File: src/rtl/wb_stage_pkg.sv
// Shared MiniMIPS32 defines used by the write-back stage: bus widths,
// load aluop codes and the load-data hold FSM state type.
package wb_stage_pkg;

    localparam int REG_ADDR_BUS = 5;
    localparam int REG_BUS      = 32;
    localparam int ALUOP_BUS    = 8;

    localparam logic [REG_BUS-1:0] ZERO_WORD = '0;

    // Load kinds as carried on aluop through EX/MEM
    localparam logic [ALUOP_BUS-1:0] LB  = 8'h90;
    localparam logic [ALUOP_BUS-1:0] LBU = 8'h91;
    localparam logic [ALUOP_BUS-1:0] LH  = 8'h92;
    localparam logic [ALUOP_BUS-1:0] LHU = 8'h93;
    localparam logic [ALUOP_BUS-1:0] LW  = 8'h94;

    // LIVE: load data comes straight from the RAM; HELD: from the stall latch
    typedef enum logic {
        LD_LIVE = 1'b0,
        LD_HELD = 1'b1
    } ld_state_e;

endpackage

File: src/rtl/wb_stage_load_align.sv
// wb_load_align: picks the byte/half/word selected by the byte-lane read
// enables and sign/zero-extends it. Lane 0 is bits 7:0. Any enable pattern
// that does not fit the load kind yields zero.
module wb_load_align
    import wb_stage_pkg::*;
#(
    parameter int DW  = REG_BUS,
    parameter int OPW = ALUOP_BUS
) (
    input  logic [OPW-1:0] aluop,
    input  logic [3:0]     dre,
    input  logic [DW-1:0]  data,
    output logic [DW-1:0]  aligned
);

    logic [7:0]  byte_v;
    logic [15:0] half_v;
    logic        hit;

    // Lane select then extension; illegal lane patterns fall through to zero
    always_comb begin
        aligned = ZERO_WORD;
        byte_v  = 8'h00;
        half_v  = 16'h0000;
        hit     = 1'b1;
        case (aluop)
            LB, LBU: begin
                case (dre)
                    4'b0001: byte_v = data[7:0];
                    4'b0010: byte_v = data[15:8];
                    4'b0100: byte_v = data[23:16];
                    4'b1000: byte_v = data[31:24];
                    default: hit = 1'b0;
                endcase
                if (hit)
                    aligned = (aluop == LB) ? {{(DW-8){byte_v[7]}}, byte_v}
                                            : {{(DW-8){1'b0}}, byte_v};
            end
            LH, LHU: begin
                case (dre)
                    4'b0011: half_v = data[15:0];
                    4'b1100: half_v = data[31:16];
                    default: hit = 1'b0;
                endcase
                if (hit)
                    aligned = (aluop == LH) ? {{(DW-16){half_v[15]}}, half_v}
                                            : {{(DW-16){1'b0}}, half_v};
            end
            LW: begin
                if (dre == 4'b1111)
                    aligned = data;
            end
            default: aligned = ZERO_WORD;
        endcase
    end

endmodule

File: src/rtl/wb_stage.sv
// wb_stage: MEM/WB pipeline register and write-back mux for MiniMIPS32.
// Drives the regfile write port. Load data from the synchronous data RAM is
// latched on the first stalled cycle so the write value stays stable while
// WB is held.
// Optional macro WB_TRACE_EN adds the PC pipeline register and debug trace
// ports; without it those ports and the PC register are absent.
module wb_stage
    import wb_stage_pkg::*;
#(
    parameter int AW  = REG_ADDR_BUS,
    parameter int DW  = REG_BUS,
    parameter int OPW = ALUOP_BUS
) (
    input  logic           cpu_clk_50M,
    input  logic           cpu_rst,
    input  logic [AW-1:0]  mem_wa,
    input  logic           mem_wreg,
    input  logic [DW-1:0]  mem_wd,
    input  logic           mem_mreg,
    input  logic [OPW-1:0] mem_aluop,
    input  logic [3:0]     mem_dre,
    input  logic           stall_wb,
    input  logic           flush,
    input  logic [DW-1:0]  dm_rdata,
`ifdef WB_TRACE_EN
    input  logic [31:0]    mem_pc,
    output logic [31:0]    debug_wb_pc,
    output logic [3:0]     debug_wb_rf_wen,
    output logic [AW-1:0]  debug_wb_rf_wnum,
    output logic [DW-1:0]  debug_wb_rf_wdata,
`endif
    output logic [AW-1:0]  wb_wa,
    output logic [DW-1:0]  wb_wd,
    output logic           wb_we,
    output logic           wb_valid
);

    logic           valid_q;
    logic [AW-1:0]  wa_q;
    logic [DW-1:0]  wd_q;
    logic           wreg_q;
    logic           mreg_q;
    logic [OPW-1:0] aluop_q;
    logic [3:0]     dre_q;
    logic [DW-1:0]  ld_hold;
    ld_state_e      state_q, state_d;
    logic           hold_en;
    logic [DW-1:0]  ld_src;
    logic [DW-1:0]  ld_aligned;

    // MEM/WB register: reset > flush > stall > capture
    always_ff @(posedge cpu_clk_50M) begin
        if (cpu_rst || flush) begin
            valid_q <= 1'b0;
            wa_q    <= '0;
            wd_q    <= ZERO_WORD;
            wreg_q  <= 1'b0;
            mreg_q  <= 1'b0;
            aluop_q <= '0;
            dre_q   <= 4'b0000;
        end else if (!stall_wb) begin
            valid_q <= 1'b1;
            wa_q    <= mem_wa;
            wd_q    <= mem_wd;
            wreg_q  <= mem_wreg;
            mreg_q  <= mem_mreg;
            aluop_q <= mem_aluop;
            dre_q   <= mem_dre;
        end
    end

    // Hold FSM state and the load-data latch (sampled only on LIVE->HELD)
    always_ff @(posedge cpu_clk_50M) begin
        if (cpu_rst) begin
            state_q <= LD_LIVE;
            ld_hold <= ZERO_WORD;
        end else begin
            state_q <= state_d;
            if (hold_en)
                ld_hold <= dm_rdata;
        end
    end

    // Next state: enter HELD on the first stalled cycle of a live load; a
    // flush wins over the stall, so a flushed load never gets latched
    always_comb begin
        state_d = state_q;
        hold_en = 1'b0;
        case (state_q)
            LD_LIVE: begin
                if (stall_wb && !flush && valid_q && mreg_q) begin
                    state_d = LD_HELD;
                    hold_en = 1'b1;
                end
            end
            LD_HELD: begin
                if (!stall_wb || flush)
                    state_d = LD_LIVE;
            end
            default: state_d = LD_LIVE;
        endcase
    end

    assign ld_src = (state_q == LD_HELD) ? ld_hold : dm_rdata;

    wb_load_align #(.DW(DW), .OPW(OPW)) u_align (
        .aluop   (aluop_q),
        .dre     (dre_q),
        .data    (ld_src),
        .aligned (ld_aligned)
    );

    // $0 writes are dropped here; a stalled instruction keeps rewriting
    // the same value, which is harmless
    assign wb_wa    = wa_q;
    assign wb_wd    = mreg_q ? ld_aligned : wd_q;
    assign wb_we    = valid_q & wreg_q & (wa_q != '0);
    assign wb_valid = valid_q;

`ifdef WB_TRACE_EN
    logic [31:0] pc_q;

    // PC follows the same reset/flush/stall rules as the other fields
    always_ff @(posedge cpu_clk_50M) begin
        if (cpu_rst || flush)
            pc_q <= 32'h0;
        else if (!stall_wb)
            pc_q <= mem_pc;
    end

    assign debug_wb_pc       = pc_q;
    assign debug_wb_rf_wen   = {4{wb_we}};
    assign debug_wb_rf_wnum  = wb_wa;
    assign debug_wb_rf_wdata = wb_wd;
`endif

endmodule

File: config.mk
export PLATFORM = sky130hd
export DESIGN_NAME = wb_stage
export DESIGN_NICKNAME = d
export VERILOG_FILES = /design/src/rtl/wb_stage_pkg.sv /design/src/rtl/wb_stage_load_align.sv /design/src/rtl/wb_stage.sv
export SDC_FILE = /design/constraint.sdc
export NUM_CORES = 1
export LEC_CHECK = 0
export ABC_AREA = 1
export CORE_MARGIN = 4
export CORE_UTILIZATION = 55
export DETAILED_ROUTE_END_ITERATION = 16
export GPL_TIMING_DRIVEN = 0
export PLACE_DENSITY = 0.84
export SYNTH_ARGS = -nofsm -noshare
export SYNTH_HDL_FRONTEND = slang
export SYNTH_SLANG_ARGS = --single-unit
export TNS_END_PERCENT = 50
File: constraint.sdc
create_clock -name cpu_clk_50M -period 3.4 [get_ports cpu_clk_50M]
set_clock_uncertainty 0.05 [all_clocks]
set_input_delay 0.68 -clock cpu_clk_50M [delete_from_list [all_inputs] [get_ports cpu_clk_50M]]
set_output_delay 0.68 -clock cpu_clk_50M [all_outputs]
set_load 0.005 [all_outputs]
After elaboration in Yosys (flattened, before gate mapping)
Index checks and enable logic that the tools add are counted.
Widths: inputs -> output; s select.
- reductions and logical operators: 12
- equality and inequality tests: 12
- multiplexer cells: 18
- bitwise operators: 3
- operators with widths (operator ; number):
    $mux 32 ; 7
    $pmux 32 s3 ; 1
    $eq 8x8->1 const B ; 5
    $pmux 16 s2 ; 1
    $pmux 8 s4 ; 1
    $eq 4x4->1 const B ; 3
    $eq 4x2->1 const B ; 2
    $mux 1 ; 7
    $reduce_or 2->1 ; 3
    $reduce_bool 5->1 ; 1
    $eq 4x1->1 const B ; 1
    $eq 4x3->1 const B ; 1
    $reduce_or 4->1 ; 1
    $logic_and 1x1->1 ; 3
    $and 1x1->1 ; 2
    $logic_not 1->1 ; 2
    $logic_or 1x1->1 ; 2
    $pmux 1 s2 ; 1
    $not 1->1 ; 1
- flip-flop bits (word level): 85

Logic depth before layout (Yosys ltp)
Gate-level depths: netlist of the first run.
- depth after elaboration: 7
- depth in mapped cells: 12

Modules after synthesis
From an unflattened synthesis of the first run, not the netlist that was laid out.
- cell total of the unflattened synthesis: 852
- area, all modules: 5225.0 um^2
- modules (own cells, without submodules) (module ; seq. area each (um^2) ; instances ; cells an instance ; area an instance (um^2)):
    wb_stage ; 1701.6 ; 1 ; 587 ; 3960.0
    wb_load_align ; 0.0 ; 1 ; 265 ; 1265.0

Least setup slack after synthesis of the first run
Ideal clock, no wire load.
- path kind: input-to-output
- start: input port dm_rdata[7]
- end: output port wb_wd[11]
- setup slack: 1.213 ns
- arrival: 1.457 ns
- stages: 11
- buffers on the path: 1
- cell sequence: inv_1 nand2_1 nand2_1 nor2_1 nor2_1 nand2_2 nand2_2 buf_6 nand2_1 nand2_1 nand2_1
- cells in the longest elaborated chain, start to end: 6
- ends and longest elaborated chain (item ; line ; text):
    from (decl) ; wb_stage.sv:24 ; input logic [DW-1:0] dm_rdata,
    $mux 32 ; wb_stage.sv:104 ; assign ld_src = (state_q == LD_HELD) ? ld_hold : dm_rdata;
    $pmux 8 s4 ; wb_stage_load_align.sv:28 ; case (dre)
    $mux 32 ; wb_stage_load_align.sv:36 ; aligned = (aluop == LB) ? {{(DW-8){byte_v[7]}}, byte_v}
    $mux 32 ; wb_stage_load_align.sv:35 ; if (hit)
    $pmux 32 s3 ; wb_stage_load_align.sv:26 ; case (aluop)
    $mux 32 ; wb_stage.sv:116 ; assign wb_wd = mreg_q ? ld_aligned : wd_q;
    to (decl) ; wb_stage.sv:33 ; output logic [DW-1:0] wb_wd,
No other way between the ends.

Worst setup path after layout of the first run
- start: input port dm_rdata[31]
- end: output port wb_wd[30]
- cells in the longest elaborated chain, start to end: 6
- ends and longest elaborated chain (item ; line):
    $mux 32 * ; wb_stage.sv:104
    $pmux 8 s4 or $pmux 16 s2 (tied branches) ; wb_stage_load_align.sv:28, wb_stage_load_align.sv:40
    $mux 32, on equally long branches ; wb_stage_load_align.sv:36, wb_stage_load_align.sv:46
    $mux 32, on equally long branches ; wb_stage_load_align.sv:35, wb_stage_load_align.sv:45
    $pmux 32 s3 * ; wb_stage_load_align.sv:26
    $mux 32 * ; wb_stage.sv:116
Mark *: on every way between the ends. The rest lies on a longest branch, timed or not.

==> results.md, run 1 <==
- Run status: completed
- Num CTS Buffers: 9
- Max cap viols: 0
- CTS Buffer Depth: 2
- Iteration-0 DRC Markers: 600
- Tmin final: 3.31 ns
- # diodes: 0
- Core Footprint: 9860 µm²
- Critical Path End Type: output port
- Power Density: 295 nW/µm²
- Delay-heaviest family, CP: buffers and inverters
- Crit-path cells: clkdlybuf4s50_1 > inv_1 > o21ai_2 > nand2_2 > nand2_4 > buf_6 > a21oi_1 > nand2_1 > nand2_1 > nand2_1 > clkdlybuf4s50_1
- Grt total ovfl: 0
- Largest cells by area after synthesis: dfxtp_1 (30%), nand2_1 (30%), nor2_1 (9.1%)
- Fin. Hold Viols: 0
- Critical R2R Capture: ld_hold[24]
- DRT Wirelength: 17,900 µm
- WHS: 0.415 ns
- Detail Route Antenna Nets: 0
- Post-Synthesis Cell Area: 5640 µm²
- Slew Viols, Final: 0
- Reg2Reg Setup Slack: 1.71 ns
- IO buf count: 123
- Routed len/inst: 14.3 µm
- Setup crit end: wb_wd[30]
- Cell count after synthesis: 973
- Max H-tree Level: 3
- Initial core utilization: 0.572
- WP depth: 11
- #FFs+latches synth: 85
- FP Rows: 36
- CP startpoint kind: input port
- Commonest non-fill, non-tap cells in the layout: nand2_1 (445), nor2_1 (135), clkdlybuf4s50_1 (121)
- Setup CP Type: in2out
- Crit share post-route: 0.974
- Sequential-to-total area share from yosys stat: 0.302
- First-pass GRT wire length: 28,100 µm
- Unrepaired setup endpoints after global routing: yes
- Nets: 1,195
- Highest clock rate: 302 MHz
- Hpwl dp: 13,700 µm
- Post-synth top area share: 0.302
- Synth cell types: 23
- Synth area leader: dfxtp_1
- Slew @ Worst Pin: 0.749 ns
- Max-slew headroom: 0.501
- Data required, critical path: 2.67 ns
- Residual DRC: 0
- Yosys warns: 0
- Leakage Power: 3.24 nW
- Syn nets: 1,060
- Crit path largest cell delay: 0.50 ns
- Critical-path top delay cell: clkdlybuf4s50_1
- Worst Path Buf+Inv: 4
- Reg clk slew, reported paths: 0.08 ns
- Vias: 6,429
- Worst Path Arrival: 2.58 ns
- Min-Delay Path Class: reg2reg
- Initial antenna violation count: 0
- Vias in the first global route: 5,888
- Avg Cell Area, Syn: 5.80 µm²
- Beginning of the critical path: dm_rdata[31]
- Die area: 11,900 µm²
- Floorplan die height: 109 µm
- Final setup fails: 0
- Worst-path fanout max: 10
- Most used cell, CP: nand2_1
- Die X: 109 µm
- Clk sink count: 85
- Gp weighted congestion: 0.992
- Clock Latency Late Sink: 0.38 ns
- GRT Overall Usage: 0.303
- Path depth of the worst reg2reg path: 8
- CTS root buffer: clkbuf_8
- # IOs: 126
- FF-to-FF Start: state_q
- Largest net degree at the start of global routing: 15
- Layout Area Growth over Synthesis: 29.5%
- Overall Power: 2.15 mW
- Layout cells sized above 1: 0.0916
- CTS tree: done
- Max IR drop VDD: 0.000364 V
- First-pass detailed-route iteration total: 7
- Vias per std cell: 5.16
- Commonest non-fill, non-tap cell in the layout: nand2_1
==> worst reg2reg max path, stage by stage (launching register included) <==
cell and delay [ns]:
dfxtp_1 0.32, buf_6 0.13, clkinv_2 0.10, buf_6 0.17, nand3_4 0.09, nor2_4 0.29, buf_4 0.25, nor2_1 0.08
a211oi_2 0.15
==> per-stage QoR <==
stage,instance area (µm²),util,instances,TNS [ns],worst slack [ns]
2_1_floorplan,5640,-,973,0,1.21
4_1_cts,7250,0.735,1245,0,0.0158
3_3_place_gp,7040,0.714,1229,-0.0179,-0.0179
5_1_grt,7310,0.741,1246,-0.0716,-0.0217
3_5_place_dp,7040,0.714,1229,-0.0380,-0.0152
6_report,7310,0.741,1246,0,0.0888
==> power by group <==
group          internal [mW]  switching, mW  leakage [nW]
clock                  0.384          0.392         0.103
combinational          0.164          0.182          2.45
sequential              1.02         0.0150         0.690
==> how the worst min path moves through the flow <==
| stage | start | end | slack, ns | cells past startpoint |
|---|---|---|---|---|
| 6_report | wd_q[19] | wd_q[19] | 0.42 | 2 |
| 5_1_grt | aluop_q[4] | aluop_q[4] | 0.43 | 2 |
| 4_1_cts | wd_q[8] | wd_q[8] | 0.42 | 2 |
| 3_5_place_dp | wd_q[8] | wd_q[8] | 0.41 | 2 |
| 3_3_place_gp | wd_q[30] | wd_q[30] | 0.40 | 2 |
| 2_1_floorplan | aluop_q[7] | aluop_q[7] | 0.40 | 2 |
==> cell usage after synthesis (all sizes together) <==
master  number
nand3        5
dfxtp       85
buf         37
a21oi       73
nand2      449
nor2       141
nor3         3
clkinv       1
o21ai       32
a211oi      43
inv         79
clkbuf      24
or2          1
==> layer usage <==
metal / GRT usage / vias to the layer above / wire length, µm
li1: - / 3265 / -
met1: 0.383 / 2843 / 7510
met2: 0.489 / 280 / 8090
met3: 0.102 / 41 / 1810
met4: 0.0917 / 0 / 449
met5: 0 / - / 0
==> cell families (layout without fill, tap and decap cells) <==
kind of cell           count (synthesis)  count (layout)  synth area share
AOI/OAI and AO/OA                    148             148             0.175
buffers and inverters                141             281             0.115
and+or+nand+nor                      599             599             0.408
DFF                                   85              85             0.302
==> final cells by class <==
class | instances | area, µm²
flip-flops and latches | 85 | 1700
clock inverters | 4 | 55.1
inverters | 80 | 302
repair buffers | 124 | 1240
clock buffers | 12 | 155
fillers | 876 | 2560
plain buffers | 61 | 353
multi-input cells | 747 | 3330
well taps | 133 | 166
==> sequential cells by signal, summed over array words and instances (netlist names), 4 cells and up <==
name,cells
wd_q,32
dre_q,4
wb_wa,5
aluop_q,8
ld_hold,32
==> timing repair <==
action / in CTS / in global routing
endpoints found under the setup margin: 5 / 30
gates resized for setup: 2 / 22
hold buffers: 0 / 0
pin swaps: 0 / 3
hold endpoints to repair: 0 / 0
setup buffers: 0 / 1
Note: power is estimated with default switching activity, not from simulation.
==> run 2: changes to the inputs <==
==> constraint.sdc (replaced) <==
create_clock -name cpu_clk_50M -period 4 [get_ports cpu_clk_50M]
set_clock_uncertainty 0.05 [all_clocks]
set_input_delay 0.8 -clock cpu_clk_50M [delete_from_list [all_inputs] [get_ports cpu_clk_50M]]
set_output_delay 0.8 -clock cpu_clk_50M [all_outputs]
set_load 0.005 [all_outputs]
==> run 2 against run 1 <==
Against the previous run: wire length down 0.43%; flip-flop and latch count is the same; die area unchanged; cell area shrank 0.80%; sequential share of layout area is 0.19 points higher; first-iteration DRC count fell by 4.8%; worst setup slack improved by 0.23 ns; count of clock-buffer cells in the layout is the same; largest cell class unchanged; largest power group unchanged.
==> results.md, run 2 (synthesis results as in run 1) <==
- Data required, critical path: 3.15 ns (was 2.67 ns)
- Worst-path fanout max: 3 (was 10)
- CTS tree: done (unchanged)
- Iteration-0 DRC Markers: 571 (was 600)
- Vias in the first global route: 5,886 (was 5,888)
- Commonest non-fill, non-tap cells in the layout: nand2_1 (446), nor2_1 (137), clkdlybuf4s50_1 (123) (was nand2_1 (445), nor2_1 (135), clkdlybuf4s50_1 (121))
- Clock Latency Late Sink: 0.39 ns (was 0.38 ns)
- Run status: completed (unchanged)
- Storage cell area: 1700 µm² (unchanged)
- Largest net degree at the start of global routing: 15 (unchanged)
- Max-slew headroom: 0.397 (was 0.501)
- Post-CTS Resized: 0 (was 2)
- Fillers: 882 (was 876)
- Grt total ovfl: 0 (unchanged)
- Hpwl dp: 13,700 µm (unchanged)
- CTS Buffer Depth: 2 (unchanged)
- Initial core utilization: 0.572 (unchanged)
- Worst Path Arrival: 2.83 ns (was 2.58 ns)
- Clk sink count: 85 (unchanged)
- Slew Viols, Final: 0 (unchanged)
- Highest clock rate: 272 MHz
- Die X: 109 µm (unchanged)
- Power Density: 252 nW/µm² (was 295 nW/µm²)
- Gp weighted congestion: 0.992 (unchanged)
- GRT Overall Usage: 0.303 (about the same)
- Area of the multi-input gates: 3290 µm² (was 3330 µm²)
- Tmin final: 3.68 ns
- Routed len/inst: 14.3 µm (about the same)
- Postcts setup bufs: 0 (unchanged)
- Max H-tree Level: 3 (unchanged)
- First-pass detailed-route iteration total: 6 (was 7)
- DRT Wirelength: 17,800 µm (was 17,900 µm)
- Min-Delay Path Class: reg2reg (unchanged)
- Floorplan die height: 109 µm (unchanged)
- Num CTS Buffers: 9 (unchanged)
- Final setup fails: 0 (unchanged)
- # IOs: 126 (unchanged)
- Residual DRC: 0 (unchanged)
- Setup_tns: 0 ns (unchanged)
- CP startpoint kind: input port (unchanged)
- WHS: 0.417 ns (was 0.415 ns)
- Nets: 1,194 (was 1,195)
- Leakage Power: 3.18 nW (was 3.24 nW)
- CTS root buffer: clkbuf_8 (unchanged)
- Vias: 6,380 (was 6,429)
- Layout Area Growth over Synthesis: 28.5% (was 29.5%)
- Core Footprint: 9860 µm² (unchanged)
- Layout cells sized above 1: 0.0818 (was 0.0916)
- Slew @ Worst Pin: 0.897 ns (was 0.749 ns)
- Detail Route Antenna Nets: 0 (unchanged)
- Initial antenna violation count: 0 (unchanged)
- First-pass GRT wire length: 28,100 µm (about the same)
- Max IR drop VDD: 0.000302 V (was 0.000364 V)
- Max cap viols: 0 (unchanged)
- Fin. Hold Viols: 0 (unchanged)
- Largest regs: ld_hold: 32 flops, wd_q: 32 flops, aluop_q: 8 flops (unchanged)
- Unrepaired setup endpoints after global routing: no (was yes)
- IO buf count: 123 (unchanged)
- Die area: 11,900 µm² (unchanged)
- # diodes: 0 (unchanged)
- Setup CP Type: in2out (unchanged)
- Commonest non-fill, non-tap cell in the layout: nand2_1 (unchanged)
- Vias per std cell: 5.12 (was 5.16)
- Reg clk slew, reported paths: 0.08 ns (about the same)
- Hold-fix buffers, CTS: 0 (unchanged)
- Overall Power: 1.83 mW (was 2.15 mW)
- Crit share post-route: 0.920
- Critical Path End Type: output port (unchanged)
- FP Rows: 36 (unchanged)
-- run 2: cell types whose count changed in the layout (fill, tap and decap cells not counted), moves of 2 or more --
cell	before	now
clkdlybuf4s50_1	121	123
o21ai_2	4	0
o21ai_0	18	27
nor2_1	135	137
o21ai_1	10	5
dlymetal6s2s_1	2	0
nor2_2	4	2
nand2_4	2	0
-- run 2: path summary, 6_finish.rpt --
path                      from     endpoint  slack, ns  cells after the start
setup / recovery  dm_rdata[26]    wb_wd[26]       0.32                     10
hold / removal        wd_q[19]     wd_q[19]       0.42                      2
setup reg to reg       state_q  ld_hold[24]       2.30                      8
hold reg to reg       wd_q[19]     wd_q[19]       0.42                      2
-- run 2: final cells by class --
type | instances | area share
repair buffers | 123 | 0.170
multi-input cells | 747 | 0.454
inverters | 80 | 0.0416
clock buffers | 12 | 0.0214
flip-flops and latches | 85 | 0.235
clock inverters | 4 | 0.00759
well taps | 133 | 0.0230
plain buffers | 61 | 0.0482
-- run 2: through the flow --
| step | std cells | util | cell area, µm² | setup WS [ns] |
|---|---|---|---|---|
| CTS | 1245 | 0.735 | 7250 | 0.339 |
| detailed placement | 1229 | 0.714 | 7040 | 0.345 |
| floorplan | 973 | - | 5640 | 1.57 |
| finish | 1245 | 0.735 | 7250 | 0.318 |
| global route | 1245 | 0.735 | 7250 | 0.193 |
| global placement | 1229 | 0.714 | 7040 | 0.342 |
-- run 2: routing by layer --
layer / vias up / GRT usage / part of all wire
met3: 43 / 0.100 / 0.097
met5: - / 0 / 0
met2: 279 / 0.487 / 0.45
met1: 2799 / 0.384 / 0.42
met4: 0 / 0.0962 / 0.028
li1: 3259 / - / -
-- run 2: power by group --
group	leakage (nW)	switching, mW	internal, mW
logic	2.38	0.152	0.138
registers	0.690	0.0127	0.865
clock network	0.103	0.335	0.326
-- run 2: critical path, cell delays in order --
cell and delay (ns):
clkdlybuf4s50_1 0.45, inv_1 0.06, o21ai_0 0.53, nand2_1 0.10, nor2_1 0.14, a21oi_1 0.05, nand2_1 0.07, nand2_1 0.05
nand2_1 0.05, clkdlybuf4s50_1 0.52
